$ cat src/rtl/adder_operand_sequencer_if.sv
// adder_operand_sequencer_if
//   Host-side bundle for the operand sequencer: mode/start/stop control, the
//   hold_cycles dwell setting, the nibble valid/ready input and the operand
//   word output with its status strobes.
//   slave  : the sequencer's view (controls and nibbles in, word and status out)
//   master : the host's view
interface adder_operand_sequencer_if #(
    parameter int OPW    = 4,
    parameter int HOLD_W = 4
);
    logic                mode;
    logic                start;
    logic                stop;
    logic [HOLD_W-1:0]   hold_cycles;
    logic                in_valid;
    logic [OPW-1:0]      in_data;
    logic                in_ready;
    logic [2*OPW-1:0]    operand_word;
    logic                word_valid;
    logic                busy;
    logic                done;

    modport slave (
        input  mode, start, stop, hold_cycles, in_valid, in_data,
        output in_ready, operand_word, word_valid, busy, done
    );

    modport master (
        output mode, start, stop, hold_cycles, in_valid, in_data,
        input  in_ready, operand_word, word_valid, busy, done
    );
endinterface

$ cat src/rtl/adder_operand_sequencer.sv
// adder_operand_sequencer
//   Produces the packed operand word {A,B} for the nibble adder.
//   LOAD  : host sends A then B over in_valid/in_ready; every B completes a
//           word, which appears on the edge that accepts B.
//   SWEEP : steps operand_word through 0 .. 2^(2*OPW)-1, each value held
//           hold_cycles+1 enabled cycles, then pulses done.
//   Ports:
//     clk    rising-edge clock
//     rst    asynchronous active-high reset
//     ena    global enable; low freezes every register and masks strobes
//     bus    adder_operand_sequencer_if.slave (mode, start, stop,
//            hold_cycles, in_valid, in_data / in_ready, operand_word,
//            word_valid, busy, done)
module adder_operand_sequencer #(
    parameter int OPW    = 4,
    parameter int HOLD_W = 4
) (
    input  logic                        clk,
    input  logic                        rst,
    input  logic                        ena,
    adder_operand_sequencer_if.slave    bus
);
    localparam int WW = 2 * OPW;

    typedef enum logic [1:0] {
        IDLE  = 2'd0,
        GET_A = 2'd1,
        GET_B = 2'd2,
        SWEEP = 2'd3
    } state_t;

    state_t             state_q, state_d;
    logic [OPW-1:0]     a_q, a_d;
    // B is never needed on its own: it lands directly in the low half of
    // word_q, which acts as the B capture register.
    logic [WW-1:0]      word_q, word_d;
    logic [WW-1:0]      idx_q, idx_d;
    logic [HOLD_W-1:0]  hold_q, hold_d;
    logic [HOLD_W-1:0]  hlat_q, hlat_d;
    logic               wv_q, wv_d;
    logic               done_q, done_d;

    always_comb begin
        state_d = state_q;
        a_d     = a_q;
        word_d  = word_q;
        idx_d   = idx_q;
        hold_d  = hold_q;
        hlat_d  = hlat_q;
        wv_d    = 1'b0;
        done_d  = 1'b0;
        case (state_q)
            IDLE: begin
                if (bus.start) begin
                    if (bus.mode) begin
                        state_d = SWEEP;
                        idx_d   = '0;
                        hold_d  = '0;
                        hlat_d  = bus.hold_cycles;
                        word_d  = '0;
                        wv_d    = 1'b1;
                    end else begin
                        state_d = GET_A;
                    end
                end
            end
            GET_A: begin
                // stop has priority over a handshake in the same cycle
                if (bus.stop) begin
                    state_d = IDLE;
                end else if (bus.in_valid) begin
                    a_d     = bus.in_data;
                    state_d = GET_B;
                end
            end
            GET_B: begin
                if (bus.stop) begin
                    state_d = IDLE;
                end else if (bus.in_valid) begin
                    word_d  = {a_q, bus.in_data};
                    wv_d    = 1'b1;
                    state_d = GET_A;
                end
            end
            SWEEP: begin
                if (bus.stop) begin
                    state_d = IDLE;
                end else if (hold_q == hlat_q) begin
                    if (idx_q == {WW{1'b1}}) begin
                        // last word fully held: finish without wrapping idx
                        done_d  = 1'b1;
                        state_d = IDLE;
                    end else begin
                        idx_d  = idx_q + 1'b1;
                        word_d = idx_q + 1'b1;
                        wv_d   = 1'b1;
                        hold_d = '0;
                    end
                end else begin
                    hold_d = hold_q + 1'b1;
                end
            end
            default: state_d = IDLE;
        endcase
    end

    always_ff @(posedge clk or posedge rst) begin
        if (rst) begin
            state_q <= IDLE;
        end else if (ena) begin
            state_q <= state_d;
        end
    end

    always_ff @(posedge clk or posedge rst) begin
        if (rst) begin
            a_q    <= '0;
            word_q <= '0;
            idx_q  <= '0;
            hold_q <= '0;
            hlat_q <= '0;
            wv_q   <= 1'b0;
            done_q <= 1'b0;
        end else if (ena) begin
            a_q    <= a_d;
            word_q <= word_d;
            idx_q  <= idx_d;
            hold_q <= hold_d;
            hlat_q <= hlat_d;
            wv_q   <= wv_d;
            done_q <= done_d;
        end else begin
            // Strobes are masked while disabled; dropping them here keeps a
            // word from being flagged twice when ena comes back.
            wv_q   <= 1'b0;
            done_q <= 1'b0;
        end
    end

    assign bus.in_ready     = ena && (state_q == GET_A || state_q == GET_B);
    assign bus.operand_word = word_q;
    assign bus.word_valid   = ena && wv_q;
    assign bus.done         = ena && done_q;
    assign bus.busy         = (state_q != IDLE);

endmodule

$ cat src/flat_wrapper.sv
// flat-port wrapper written by rule: the top's interface ports become plain ports
module adder_operand_sequencer_flat 
#(
    parameter int OPW    = 4,
    parameter int HOLD_W = 4
)
  (clk, rst, ena, bus_mode, bus_start, bus_stop, bus_hold_cycles, bus_in_valid, bus_in_data, bus_in_ready, bus_operand_word, bus_word_valid, bus_busy, bus_done);
  adder_operand_sequencer_if #(.OPW(OPW), .HOLD_W(HOLD_W)) bus_i ();
  input  logic clk;
  input  logic rst;
  input  logic ena;
  input wire logic [$bits(bus_i.mode)-1:0] bus_mode;
  input wire logic [$bits(bus_i.start)-1:0] bus_start;
  input wire logic [$bits(bus_i.stop)-1:0] bus_stop;
  input wire logic [$bits(bus_i.hold_cycles)-1:0] bus_hold_cycles;
  input wire logic [$bits(bus_i.in_valid)-1:0] bus_in_valid;
  input wire logic [$bits(bus_i.in_data)-1:0] bus_in_data;
  output wire logic [$bits(bus_i.in_ready)-1:0] bus_in_ready;
  output wire logic [$bits(bus_i.operand_word)-1:0] bus_operand_word;
  output wire logic [$bits(bus_i.word_valid)-1:0] bus_word_valid;
  output wire logic [$bits(bus_i.busy)-1:0] bus_busy;
  output wire logic [$bits(bus_i.done)-1:0] bus_done;
  assign bus_i.mode = bus_mode;
  assign bus_i.start = bus_start;
  assign bus_i.stop = bus_stop;
  assign bus_i.hold_cycles = bus_hold_cycles;
  assign bus_i.in_valid = bus_in_valid;
  assign bus_i.in_data = bus_in_data;
  assign bus_in_ready = bus_i.in_ready;
  assign bus_operand_word = bus_i.operand_word;
  assign bus_word_valid = bus_i.word_valid;
  assign bus_busy = bus_i.busy;
  assign bus_done = bus_i.done;
  adder_operand_sequencer #(.OPW(OPW), .HOLD_W(HOLD_W)) u_core (.clk(clk), .rst(rst), .ena(ena), .bus(bus_i));
endmodule
$ cat config.mk
export PLATFORM = sky130hd
export DESIGN_NAME = adder_operand_sequencer_flat
export DESIGN_NICKNAME = d
export VERILOG_FILES = /design/src/rtl/adder_operand_sequencer_if.sv /design/src/rtl/adder_operand_sequencer.sv /design/src/flat_wrapper.sv
export SDC_FILE = /design/constraint.sdc
export NUM_CORES = 1
export LEC_CHECK = 0
export CORE_MARGIN = 2
export CORE_UTILIZATION = 55
export DETAILED_ROUTE_END_ITERATION = 10
export PLACE_DENSITY = 0.8
export SYNTH_ARGS = -nofsm -noshare
export SYNTH_HDL_FRONTEND = slang
export SYNTH_SLANG_ARGS = --single-unit
$ cat constraint.sdc
create_clock -name clk -period 6.3 [get_ports clk]
set_clock_uncertainty 0.1 [all_clocks]
set_input_delay 1.575 -clock clk [delete_from_list [all_inputs] [get_ports clk]]
set_output_delay 1.575 -clock clk [all_outputs]
set_load 0.01 [all_outputs]
==> impl_metrics.tcl <==
set metrics [dict create \
    status "complete, no violations" \
    ctsHoldBuffers 0 \
    finalPower_mw 0.982 \
    grt_max_degree 33 \
    ys.flop_type "dfrtp_1" \
    syn_area_um2 2070 \
    drc 0 \
    startpoint "ena" \
    yosys-top-cells-area "dfrtp_1 (39%), mux2_2 (7.6%), ha_1 (4.2%)" \
    r2r_start "u_core.idx_q[0]$_DFFE_PP0P_" \
    cp-start-kind "input port" \
    grt_usage 0.233 \
    post-route-util 0.668 \
    ir_drop_v 0.000243 \
    hold_path_end "u_core.bus.operand_word[4]$_DFFE_PP0P_" \
    ios 27 \
    drv_slew 0 \
    worstHoldStart "u_core.bus.operand_word[4]$_DFFE_PP0P_" \
    final_nets 249 \
    holdPathStages 1 \
    rsz0062_at_grt "no" \
    p_leak_nw 0.989 \
    drive_gt1_frac 0.158 \
    syn-num-nets 227 \
    antenna_found_initial 0 \
    pwr-share-clk 0.171 \
    cts_setup_buffers 0 \
    vias_per_cell 6.09 \
    port_buffers 26 \
    detail-route-antenna-nets 0 \
    num_rows 22 \
    hold_class "reg2reg" \
    fin_crit_ps 4570 \
    synth_area_per_cell_um2 10.1 \
    cts-root-buf "clkbuf_8" \
    power.switching_mw 0.404 \
    fin_tns_setup_ps 0 \
    die_w_um 65.3 \
    seq_area_frac_synth 0.388 \
    intPower_mw 0.578 \
    cts_sinks 32 \
    synth_edf_count 0 \
    hpwl_um 3090 \
    gp_congestion 0.799 \
    reg2reg_depth 5 \
    synth.distinct_cells 55 \
    fmax_mhz 219 \
    tightestPinTransition_ps 909 \
    comb_power_share 0.477 \
    die-area_um2 4260 \
    clock_latency_ps 290 \
    p_per_area_nw_per_um2 405 \
    arrival_ps 2890 \
    crit_path_max_fanout 9 \
    synthArstFlopShare 1.00 \
    yosys_warnings 0 \
    yosysTopAreaCellShare 0.388 \
    fp.coreArea_um2 3630 \
    syn_to_final_growth_pct 17.4 \
    die_y_um 65.3 \
    yosysTopAreaCell "dfrtp_1" \
    holdWs_ps 405 \
    maxSlewHeadroom 0.389 \
    cts-htree-levels 2 \
    avgRoutedWirePerCell_um 16.4 \
    grt_pass1_wl_um 7520 \
    r2r_slack_ps 3640 \
    vias 1681 \
    critical_path_class "in2out" \
    num_antenna_cells 0 \
    hold_violations 0 \
    synthCells 205 \
    drt_pass1_iterations 4 \
    finalSetupViolCount 0 \
    grt_pass1_vias 1558 \
    drt_iter0_drc 62 \
    cts_tree "yes" \
    crit_required_ps 4620 \
    post-route-period-util 0.725 \
    r2r-end "u_core.bus.operand_word[0]$_DFFE_PP0P_" \
    initial_core_util 0.569 \
    clk_pin_slew_ps 60 \
    end_kind "output pin" \
    switching_share 0.411 \
    synth-seq-cells 32 \
    numCtsBuffers 5 \
    cts_resized 0 \
    overflow 0 \
    timing.max_cap.violations 0 \
    p_seq_frac 0.352 \
    wirelength_um 4530 \
    cts_max_path_buffers 2 \
]
[kinds of logic after synthesis]
group	share of synthesized area
DFF	0.388
adders and majority gates	0.0424
xor gates and xnor gates	0.0333
and+or+nand+nor	0.229
muxes	0.103
buffers and inverters	0.0472
AOI/OAI and AO/OA	0.157
[cell usage in the layout (no fill, tap or decap), types with 3 or more instances in the layout]
master           instances
dfrtp_1                 32
clkdlybuf4s50_1         26
nand2_1                 19
mux2_2                  14
nand3_1                 10
inv_1                   10
nand4_1                  8
ha_1                     7
nand2b_1                 6
clkbuf_8                 6
and2_1                   5
nor4_1                   5
nor3_1                   4
xor2_1                   4
o21ai_0                  4
o31ai_1                  4
a21oi_1                  4
nor2b_1                  4
mux2i_1                  4
a221o_1                  3
nor2_1                   3
[critical path, cell delays in order]
cell and delay, ps:
clkdlybuf4s50_1 620, and2_1 170, clkdlybuf4s50_1 530
[how the worst max path moves through the flow]
| stage | endpoint | slack [ps] | depth (start not counted) |
|---|---|---|---|
| after floorplan | bus_in_ready | 2730 | 2 |
| after global placement | bus_done | 1780 | 3 |
| after detailed placement | bus_done | 1750 | 3 |
| after CTS | bus_done | 1740 | 3 |
| after global routing | bus_word_valid | 1670 | 3 |
| final | bus_done | 1730 | 3 |
[metal layers]
metal  up-vias  track usage  share of wire
met5         -            0              0
met4         0       0.0938          0.019
met3         7       0.0514          0.057
met2        55        0.364           0.48
met1       811        0.316           0.45
li1        808            -              -
[synth_stat cells, types with 3 or more instances]
cell      number
a21oi_1        4
a221o_1        3
and2_1         5
buf_2          5
clkbuf_1       5
dfrtp_1       32
ha_1           7
inv_1         10
mux2_2        14
mux2i_1        4
nand2_1       19
nand2b_1       6
nand3_1       10
nand4_1        8
nor2_1         3
nor2b_1        4
nor3_1         4
nor4_1         5
o21ai_0        4
o31ai_1        4
xor2_1         4
[flip-flops by register name, indices dropped and copies added (netlist names)]
| name | flops |
|---|---|
| u_core.hold_q | 4 |
| u_core.hlat_q | 4 |
| u_core.state_q | 2 |
| u_core.done_q | 1 |
| u_core.wv_q | 1 |
| u_core.idx_q | 8 |
| u_core.bus.operand_word | 8 |
| u_core.a_q | 4 |
[power groups by stage]
stage	combinational [mW]	sequential, mW	clock (mW)
after floorplan	0.348	0.337	0
after global placement	0.457	0.345	0
after detailed placement	0.469	0.349	0
after CTS	0.470	0.346	0.169
after global routing	0.514	0.358	0.181
final	0.469	0.346	0.168
[stage by stage]
step / setup slack, ps / instances / cell area [um^2]
after CTS: 1740 / 276 / 2430
after global placement: 1780 / 268 / 2330
after floorplan: 2730 / 205 / 2070
after detailed placement: 1750 / 268 / 2330
after global routing: 1670 / 276 / 2430
final: 1730 / 276 / 2430
[final cells by class]
| cell class | instances | area (um^2) |
|---|---|---|
| inverters | 10 | 37.5 |
| multi-input cells | 151 | 1170 |
| well taps | 48 | 60.1 |
| fillers | 305 | 1210 |
| clock inverters | 2 | 10.0 |
| flip-flops and latches | 32 | 801 |
| clock buffers | 6 | 82.6 |
| repair buffers | 27 | 268 |
No activity file was read; power rests on OpenSTA's default activity.
